**config.mk**
```make
export PLATFORM = sky130hd
export DESIGN_NAME = pic_priority_resolver_flat
export DESIGN_NICKNAME = d
export VERILOG_FILES = /design/src/rtl/pic_priority_resolver_if.sv /design/src/rtl/pic_priority_resolver.sv /design/src/flat_wrapper.sv
export SDC_FILE = /design/constraint.sdc
export NUM_CORES = 1
export LEC_CHECK = 0
export CORE_MARGIN = 2
export CORE_UTILIZATION = 57
export CTS_CLUSTER_DIAMETER = 60
export DETAILED_ROUTE_END_ITERATION = 12
export PLACE_DENSITY = 0.85
export SLEW_MARGIN = 0
export SYNTH_ARGS = -nofsm -noshare
export SYNTH_HDL_FRONTEND = slang
export SYNTH_SLANG_ARGS = --single-unit
export TNS_END_PERCENT = 100
```
**constraint.sdc**
```tcl
create_clock -name clk -period 6.7 [get_ports clk]
set_input_delay 0.67 -clock clk [delete_from_list [all_inputs] [get_ports clk]]
set_output_delay 0.67 -clock clk [all_outputs]
set_load 0.005 [all_outputs]
```
**src/rtl/pic_priority_resolver_if.sv**
```systemverilog
// 8259 priority-resolver bus: request pins, mode bits, acknowledge/EOI
// strobes in; INT, IRR/ISR readback and vector ID out.
interface pic_priority_resolver_if;
  logic [7:0] ir_in;
  logic       ltim;
  logic [7:0] imr;
  logic       aeoi;
  logic       inta_first;
  logic       inta_second;
  logic       eoi_valid;
  logic       eoi_specific;
  logic [2:0] eoi_level;
  logic       rotate_en;
  logic       int_req;
  logic [7:0] irr;
  logic [7:0] isr;
  logic [2:0] highest_isr;
  logic [2:0] vector_id;
  logic       vector_valid;

  modport master (
    output ir_in, ltim, imr, aeoi,
    output inta_first, inta_second,
    output eoi_valid, eoi_specific, eoi_level,
    output rotate_en,
    input  int_req, irr, isr, highest_isr,
    input  vector_id, vector_valid
  );

  modport slave (
    input  ir_in, ltim, imr, aeoi,
    input  inta_first, inta_second,
    input  eoi_valid, eoi_specific, eoi_level,
    input  rotate_en,
    output int_req, irr, isr, highest_isr,
    output vector_id, vector_valid
  );
endinterface

```
**src/rtl/pic_priority_resolver.sv**
```systemverilog
// 8259 IRR/ISR + priority resolver. Ports: clk, rst_n (async low),
// bus (slave): IR pins, mask, modes, INTA/EOI strobes -> INT, IRR, ISR, ID.
module pic_priority_resolver #(
  parameter int         NUM_IR      = 8,
  parameter logic [2:0] SPURIOUS_ID = 3'd7
) (
  input logic                    clk,
  input logic                    rst_n,
  pic_priority_resolver_if.slave bus
);

  logic [NUM_IR-1:0] r_irr;
  logic [NUM_IR-1:0] r_isr;
  logic [NUM_IR-1:0] r_prev;
  logic [2:0]        r_lp;
  logic              r_int;
  logic [2:0]        r_vid;
  logic              r_vv;
  logic              r_spur;

  // {found, index} of the highest-priority set bit; the scan runs
  // lowest->highest priority so the last hit wins.
  function automatic logic [3:0] f_pick(
    input logic [7:0] v,
    input logic [2:0] lp
  );
    logic [2:0] idx;
    f_pick = 4'd0;
    for (int k = 7; k >= 0; k--) begin
      idx = lp + 3'd1 + 3'(k);
      if (v[idx]) f_pick = {1'b1, idx};
    end
  endfunction

  logic [7:0] w_cand;
  logic [3:0] w_win;
  logic [3:0] w_hi;
  logic [2:0] w_win_rank;
  logic [2:0] w_hi_rank;
  logic       w_int;
  logic       w_ack;
  logic [7:0] w_ack_mask;
  logic [2:0] w_eoi_idx;
  logic       w_eoi_hit;
  logic [7:0] w_eoi_mask;
  logic       w_aeoi_hit;
  logic [7:0] w_aeoi_mask;
  logic [7:0] w_irr_cap;

  assign w_cand     = r_irr & ~bus.imr;
  assign w_win      = f_pick(w_cand, r_lp);
  assign w_hi       = f_pick(r_isr, r_lp);
  // rank 0 = highest priority
  assign w_win_rank = w_win[2:0] - r_lp - 3'd1;
  assign w_hi_rank  = w_hi[2:0] - r_lp - 3'd1;
  assign w_int      = w_win[3] & (~w_hi[3] | (w_win_rank < w_hi_rank));

  assign w_ack      = bus.inta_first & w_win[3];
  assign w_ack_mask = w_ack ? (8'd1 << w_win[2:0]) : 8'd0;

  // an empty ISR yields index 0 with r_isr[0]=0, so no hit
  assign w_eoi_idx  = bus.eoi_specific ? bus.eoi_level : w_hi[2:0];
  assign w_eoi_hit  = bus.eoi_valid & r_isr[w_eoi_idx];
  assign w_eoi_mask = w_eoi_hit ? (8'd1 << w_eoi_idx) : 8'd0;

  assign w_aeoi_hit  = bus.inta_second & bus.aeoi & ~r_spur;
  assign w_aeoi_mask = w_aeoi_hit ? (8'd1 << r_vid) : 8'd0;

  assign w_irr_cap = bus.ltim ? bus.ir_in
                              : (r_irr | (bus.ir_in & ~r_prev));

  always_ff @(posedge clk or negedge rst_n) begin
    if (!rst_n) begin
      r_irr  <= '0;
      r_isr  <= '0;
      r_prev <= '0;
      r_lp   <= 3'd7;
      r_int  <= 1'b0;
      r_vid  <= 3'd0;
      r_vv   <= 1'b0;
      r_spur <= 1'b0;
    end else begin
      r_prev <= bus.ir_in;
      r_irr  <= w_irr_cap & ~w_ack_mask;
      r_isr  <= (r_isr & ~w_eoi_mask & ~w_aeoi_mask) | w_ack_mask;
      r_int  <= bus.inta_first ? 1'b0 : w_int;
      r_vv   <= bus.inta_second;
      if (bus.inta_first) begin
        r_vid  <= w_win[3] ? w_win[2:0] : SPURIOUS_ID;
        r_spur <= ~w_win[3];
      end
      // explicit EOI rotation takes precedence over AEOI rotation
      if (bus.rotate_en && w_eoi_hit)
        r_lp <= w_eoi_idx;
      else if (bus.rotate_en && w_aeoi_hit)
        r_lp <= r_vid;
    end
  end

  assign bus.int_req      = r_int;
  assign bus.irr          = r_irr;
  assign bus.isr          = r_isr;
  assign bus.highest_isr  = w_hi[2:0];
  assign bus.vector_id    = r_vid;
  assign bus.vector_valid = r_vv;

endmodule

```
**src/flat_wrapper.sv**
```systemverilog
// flat-port wrapper written by rule: the top's interface ports become plain ports
module pic_priority_resolver_flat 
#(
  parameter int         NUM_IR      = 8,
  parameter logic [2:0] SPURIOUS_ID = 3'd7
)
  (clk, rst_n, bus_ir_in, bus_ltim, bus_imr, bus_aeoi, bus_inta_first, bus_inta_second, bus_eoi_valid, bus_eoi_specific, bus_eoi_level, bus_rotate_en, bus_int_req, bus_irr, bus_isr, bus_highest_isr, bus_vector_id, bus_vector_valid);
  pic_priority_resolver_if bus_i ();
  input logic clk;
  input logic rst_n;
  input wire logic [$bits(bus_i.ir_in)-1:0] bus_ir_in;
  input wire logic [$bits(bus_i.ltim)-1:0] bus_ltim;
  input wire logic [$bits(bus_i.imr)-1:0] bus_imr;
  input wire logic [$bits(bus_i.aeoi)-1:0] bus_aeoi;
  input wire logic [$bits(bus_i.inta_first)-1:0] bus_inta_first;
  input wire logic [$bits(bus_i.inta_second)-1:0] bus_inta_second;
  input wire logic [$bits(bus_i.eoi_valid)-1:0] bus_eoi_valid;
  input wire logic [$bits(bus_i.eoi_specific)-1:0] bus_eoi_specific;
  input wire logic [$bits(bus_i.eoi_level)-1:0] bus_eoi_level;
  input wire logic [$bits(bus_i.rotate_en)-1:0] bus_rotate_en;
  output wire logic [$bits(bus_i.int_req)-1:0] bus_int_req;
  output wire logic [$bits(bus_i.irr)-1:0] bus_irr;
  output wire logic [$bits(bus_i.isr)-1:0] bus_isr;
  output wire logic [$bits(bus_i.highest_isr)-1:0] bus_highest_isr;
  output wire logic [$bits(bus_i.vector_id)-1:0] bus_vector_id;
  output wire logic [$bits(bus_i.vector_valid)-1:0] bus_vector_valid;
  assign bus_i.ir_in = bus_ir_in;
  assign bus_i.ltim = bus_ltim;
  assign bus_i.imr = bus_imr;
  assign bus_i.aeoi = bus_aeoi;
  assign bus_i.inta_first = bus_inta_first;
  assign bus_i.inta_second = bus_inta_second;
  assign bus_i.eoi_valid = bus_eoi_valid;
  assign bus_i.eoi_specific = bus_eoi_specific;
  assign bus_i.eoi_level = bus_eoi_level;
  assign bus_i.rotate_en = bus_rotate_en;
  assign bus_int_req = bus_i.int_req;
  assign bus_irr = bus_i.irr;
  assign bus_isr = bus_i.isr;
  assign bus_highest_isr = bus_i.highest_isr;
  assign bus_vector_id = bus_i.vector_id;
  assign bus_vector_valid = bus_i.vector_valid;
  pic_priority_resolver #(.NUM_IR(NUM_IR), .SPURIOUS_ID(SPURIOUS_ID)) u_core (.clk(clk), .rst_n(rst_n), .bus(bus_i));
endmodule
```
; ---- Yosys cells after proc, flatten, opt, wreduce, memory -nomap -nowiden
; Cells that the tools add are included.
[op_classes]
n_addsub = 12
order_cmp = 10
shifts = 3
n_mux = 59
n_bitwise = 21
reduce_logical = 3
[ops]
columns = operator, count
row1 = 4-bit 2-to-1 mux, 16
row2 = 1-bit binary-select mux with 3-bit select, 17
row3 = 8-bit bitwise AND, 5
row4 = 8-bit inverter, 5
row5 = 3-bit by 4-bit less-than comparator with 1-bit output (second input constant), 9
row6 = 8-bit 2-to-1 mux, 4
row7 = 1-bit by 3-bit left shift with 8-bit output (first input constant), 3
row8 = 1-bit 2-to-1 mux, 18
row9 = 8-bit OR, 2
row10 = 3-bit adder (second input constant), 4
row11 = 3-bit 2-to-1 mux, 4
row12 = 3-bit by 1-bit adder with 3-bit output (second input constant), 2
row13 = 3-bit by 2-bit adder with 3-bit output (second input constant), 2
row14 = 3-bit by 1-bit subtractor with 3-bit output (second input constant), 2
row15 = 3-bit subtractor, 2
row16 = 1-bit bitwise AND, 5
row17 = 3-bit less-than comparator, 1
row18 = 1-bit inverter, 3
row19 = 1-bit logical AND, 2
row20 = 2-bit nonzero test, 1
row21 = 1-bit OR, 1
[totals]
register_bits = 33
input_bits = 28
out_inout_bits = 24

; ---- Logic depth before layout (Yosys ltp)
[depth]
depth_word = 21
mapped_depth = 23
depth_no_buf = 18

; ---- Least setup slack after synthesis
; OpenSTA, ideal clock, no wires.
[synth_timing]
path_type = reg-to-reg
startpoint = register u_core.r_lp[0]
endpoint = register u_core.r_int, in the netlist u_core.bus.int_req
setup_ps = 128
arrival_time_ps = 5186
required_ps = 6572
slack_ps = 1387
path_stages_with_launch = 24
path_buffers = 5
cell_sequence = dfstp_2 buf_2 buf_4 clkinv_1 clkbuf_1 ha_1 buf_6 buf_2 inv_1 mux4_2 mux2_2 nor4b_1 o22ai_1 and3_1 o21ai_1 a311oi_2 inv_2 fa_1 xnor2_1 xnor2_1 ha_1 a21oi_1 o21ai_0 nor2_1
[synth_between]
elab_chain_len = 18
elab_cells_between_ends = 65
cone_classes = add/sub: 12 / order compare: 1 / mux: 49 / bitwise: 3
[synth_rtl]
columns = element, line
row1 = start: declaration, pic_priority_resolver.sv:15  ; logic [2:0] r_lp;
row2 = start signal: assignment, pic_priority_resolver.sv:94  ; r_lp <= w_eoi_idx;
row3 = start signal: assignment, pic_priority_resolver.sv:96  ; r_lp <= r_vid;
row4 = 3-bit by 1-bit adder with 3-bit output, pic_priority_resolver.sv:30  ; idx = lp + 3'd1 + 3'(k);
row5 = 3-bit adder, pic_priority_resolver.sv:30
row6 = 1-bit binary-select mux with 3-bit select, pic_priority_resolver.sv:31  ; if (v[idx]) f_pick = {1'b1, idx};
row7 = 1-bit 2-to-1 mux (not written as such), pic_priority_resolver.sv:31
row8 = 4-bit 2-to-1 mux (8 in a row), pic_priority_resolver.sv:31
row9 = 3-bit subtractor (on tied branches), "pic_priority_resolver.sv:54, pic_priority_resolver.sv:55"
row10 = 3-bit by 1-bit subtractor with 3-bit output (on tied branches), "pic_priority_resolver.sv:54, pic_priority_resolver.sv:55"
row11 = 3-bit less-than comparator, pic_priority_resolver.sv:56  ; assign w_int = w_win[3] & (~w_hi[3] | (w_win_rank < w_hi_rank));
row12 = 1-bit OR, pic_priority_resolver.sv:56
row13 = 1-bit bitwise AND *, pic_priority_resolver.sv:56
row14 = 1-bit 2-to-1 mux *, pic_priority_resolver.sv:86  ; r_int <= bus.inta_first ? 1'b0 : w_int;
row15 = end signal: assignment, pic_priority_resolver.sv:86
row16 = end: declaration, pic_priority_resolver.sv:16  ; logic r_int;
; Every way passes the cells marked *; elsewhere a longest branch is shown, timed or not. The select of a mux whose other input is x is not followed.
; A chain may end at the register's enable or synchronous reset.

; ---- Worst setup path in the final report
; Ends and elaborated chain as after synthesis.

==> results.md <==
- Outcome: complete, no violations
- EDFF count, synth: 0
- CP startpoint kind: flop
- Buf+Inv Stages, Crit Path: 3
- Clock Pin Slew Worst Setup and Hold Paths: 0.06 ns
- Drt pass-1 iters: 5
- Synth Flop Type: dfrtp_1
- Worst Min Path Start: u_core.r_spur$_DFFE_PN0P_
- Core box area: 0.00639 mm^2
- Max Cap Violations: 0
- Remaining antenna violation count after routing: 0
- Most used cell, CP: xnor2_1
- Most common cell after layout, fill and taps aside: clkdlybuf4s50_1
- Crit-path cells: clkinv_1, ha_2, inv_1, mux4_2, mux2_2, nor4b_1, o22ai_1, and3_1, o21ai_1, a311oi_2, inv_2, fa_1, xnor2_1, xnor2_1, ha_1, a21oi_1, o21ai_0, nor2_1
- CTS buffer count: 5
- Initial antenna violation count: 0
- Fmax: approximately 0.19 GHz
- Final GP Congestion: between 0.9 and 1
- Syn Std Cell Area: between 0.003 and 0.004 mm^2
- Cell Rows: 29
- Mean post-synth cell area: ~9 um^2
- Final Max Slew Viols: 0
- Post-DP HPWL: roughly 8000 um
- Hold_buf cts: 0
- Tmin final: 5.39 ns
- Residual DRC count: 0
- Max incr delay on CP: ~0.7 ns
- Worst relative slew slack: 37.2%
- Gr ovfl total: 0
- Worst setup startpoint: u_core.r_lp[0]$_DFFE_PN1P_
- Clk_lat worst skew: approximately 0.29 ns
- Detailed-route via count: between 3000 and 4000
- Layout Skew: 0.00524 ns
- Htree depth: 2
- Diodes inserted: 0
- PostCTS Resize Cnt: 0
- Syn Nets: between 400 and 500
- Setup CP Type: reg2reg
- Routed WL: between 10000 and 15000 um
- Slowest CP cell: dfstp_2
- CTS max path bufs: 2
- Layout Nets: approximately 480
- Yosys warnings: 0
- Die width: 85.4 um
- P&R area growth vs syn: 14.7%
- Pin count of the biggest net entering global routing: 36
- Post-synthesis sequential element count: 33
- Vias per cell: 7.02
- Initial core utilization: a little under 60%
- WP data required: around 7 ns
- Maximum fanout along the worst path: 23
- Sequential fraction of the synthesis area: a little over a fifth
- Final hold vios: 0
- Syn Inst Count: around 420
- Final setup violation count: 0
- Num ports: 52
- GRT Total Usage: 30.4%
- Setup bufs post-CTS: 0
- Most frequent cells in the layout: 51 x clkdlybuf4s50_1, 30 x dfrtp_1, 29 x a21oi_1
- Initial DRC Count: 480
- Hold crit path type: reg2reg
- Die area: approximately 0.0073 mm^2
- FILL cells: roughly 510
- TNS Setup: 0 ns
- CTS tree: done
- Synth async-reset ratio: between 90% and 100%
- CP Capture Type: flop
- Wire per inst: between 20 and 25 um
- PortBufs: 51
- DIE HEIGHT: roughly 85 um
- RSZ-0062 raised after global routing: no
- Delay-heaviest family, CP: adder cells
- Worst Path Arrival: ~5.6 ns
- Least-Margin Pin Slew: between 0.9 and 1 ns
- Library cells used by synthesis: 79
- Crit share post-route: 80.5%
- Root Driver: clkbuf_8
- Vias in the first global route: around 3500
- Reg2reg start: u_core.r_lp[0]$_DFFE_PN1P_
- Global-route wire length before repair: approximately 18000 um
- Share of layout cells above drive strength 1: about 14%
- CTS sink count: 33
[worst paths after layout]
check	endpoint	slack [ns]	cells past startpoint
setup / recovery	u_core.bus.int_req$_DFF_PN0_	1.31	18
hold / removal	u_core.r_spur$_DFFE_PN0P_	0.56	2
setup reg to reg	u_core.bus.int_req$_DFF_PN0_	1.31	18
hold reg to reg	u_core.r_spur$_DFFE_PN0P_	0.56	2
max in group asynchronous	u_core.r_lp[2]$_DFFE_PN1P_	5.59	2
min in group asynchronous	u_core.bus.irr[1]$_DFF_PN0_	0.78	2
[through the flow]
| stage | worst slack [ns] | util (%) | hold slack [ns] | std cells | instance area (um^2) |
|---|---|---|---|---|---|
| finish | 1.31 | 67.9 | 0.555 | 523 | 4330 |
| global route | 0.969 | 67.9 | 0.598 | 523 | 4330 |
| floorplan | 1.39 | - | 0.374 | 417 | 3780 |
| CTS | 1.35 | 67.9 | 0.571 | 523 | 4330 |
| detailed placement | 1.38 | 66.6 | 0.560 | 515 | 4250 |
| global placement | 1.60 | 66.6 | 0.529 | 515 | 4250 |
[registers in the layout, indices dropped and copies added (netlist names)]
register,count
u_core.bus.isr,8
u_core.bus.irr,8
u_core.bus.vector_id,3
u_core.bus.vector_valid,1
u_core.r_lp,3
u_core.r_prev,8
u_core.bus.int_req,1
u_core.r_spur,1
[synth_stat cells, drive strengths merged (3+ instances only)]
library cell	n	area (um^2)
a21boi	4	30.0
a21oi	29	145
a221oi	4	41.3
a22o	3	26.3
a31o	6	61.3
a31oi	5	37.5
a32o	4	40.0
and2	11	68.8
and3	4	25.0
and3b	3	26.3
buf	20	114
clkbuf	15	58.8
dfrtp	30	751
dfstp	3	78.8
ha	6	75.1
inv	18	67.6
mux2	14	158
mux2i	28	297
mux4	17	390
nand2	27	101
nand2b	12	75.1
nand3	12	60.1
nand4	8	50.1
nor2	24	90.1
nor2b	3	18.8
nor3	7	35.0
nor3b	8	60.1
nor4b	4	35.0
o2111ai	3	26.3
o211ai	4	35.0
o21a	5	37.5
o21ai	18	90.1
o221ai	5	43.8
o22ai	5	45.0
o311ai	4	42.6
or2	7	43.8
xnor2	5	43.8
xor2	3	33.8
[metal layers]
| layer | wire length, um | track usage, % |
|---|---|---|
| met1 | 4510 | 42.1 |
| met3 | 715 | 3.40 |
| met5 | 0 | 0 |
| met2 | 5420 | 50.0 |
| met4 | 212 | 10.1 |
[kinds of logic (layout without fill, tap and decap cells)]
| family | count (synthesis) | after routing | synth area share (%) |
|---|---|---|---|
| compound gates | 116 | 116 | 23.2 |
| buf+inv | 54 | 83 | 6.46 |
| xor+xnor | 10 | 10 | 3.31 |
| mux | 59 | 59 | 22.4 |
| fa+ha+maj | 8 | 8 | 3.05 |
| flops | 33 | 33 | 22.0 |
| simple gates | 137 | 137 | 19.7 |
[worst min-delay path, cell delays in order (launching register included)]
cell,delay [ns]
dfrtp_1,0.33
inv_1,0.05
mux2i_1,0.13
[layout make-up]
type / count / area [um^2] / area share (%)
clock buffers: 6 / 72.6 / 1.67
clock inverters: 2 / 10.0 / 0.231
inverters: 19 / 71.3 / 1.65
multi-input cells: 330 / 2710 / 62.4
flip-flops and latches: 33 / 830 / 19.1
well taps: 77 / 96.3 / 2.22
repair buffers: 56 / 548 / 12.6
Power is left out: the tool's default activity adds up to more than one toggle a clock period on the data nets, which glitch-free logic cannot reach.
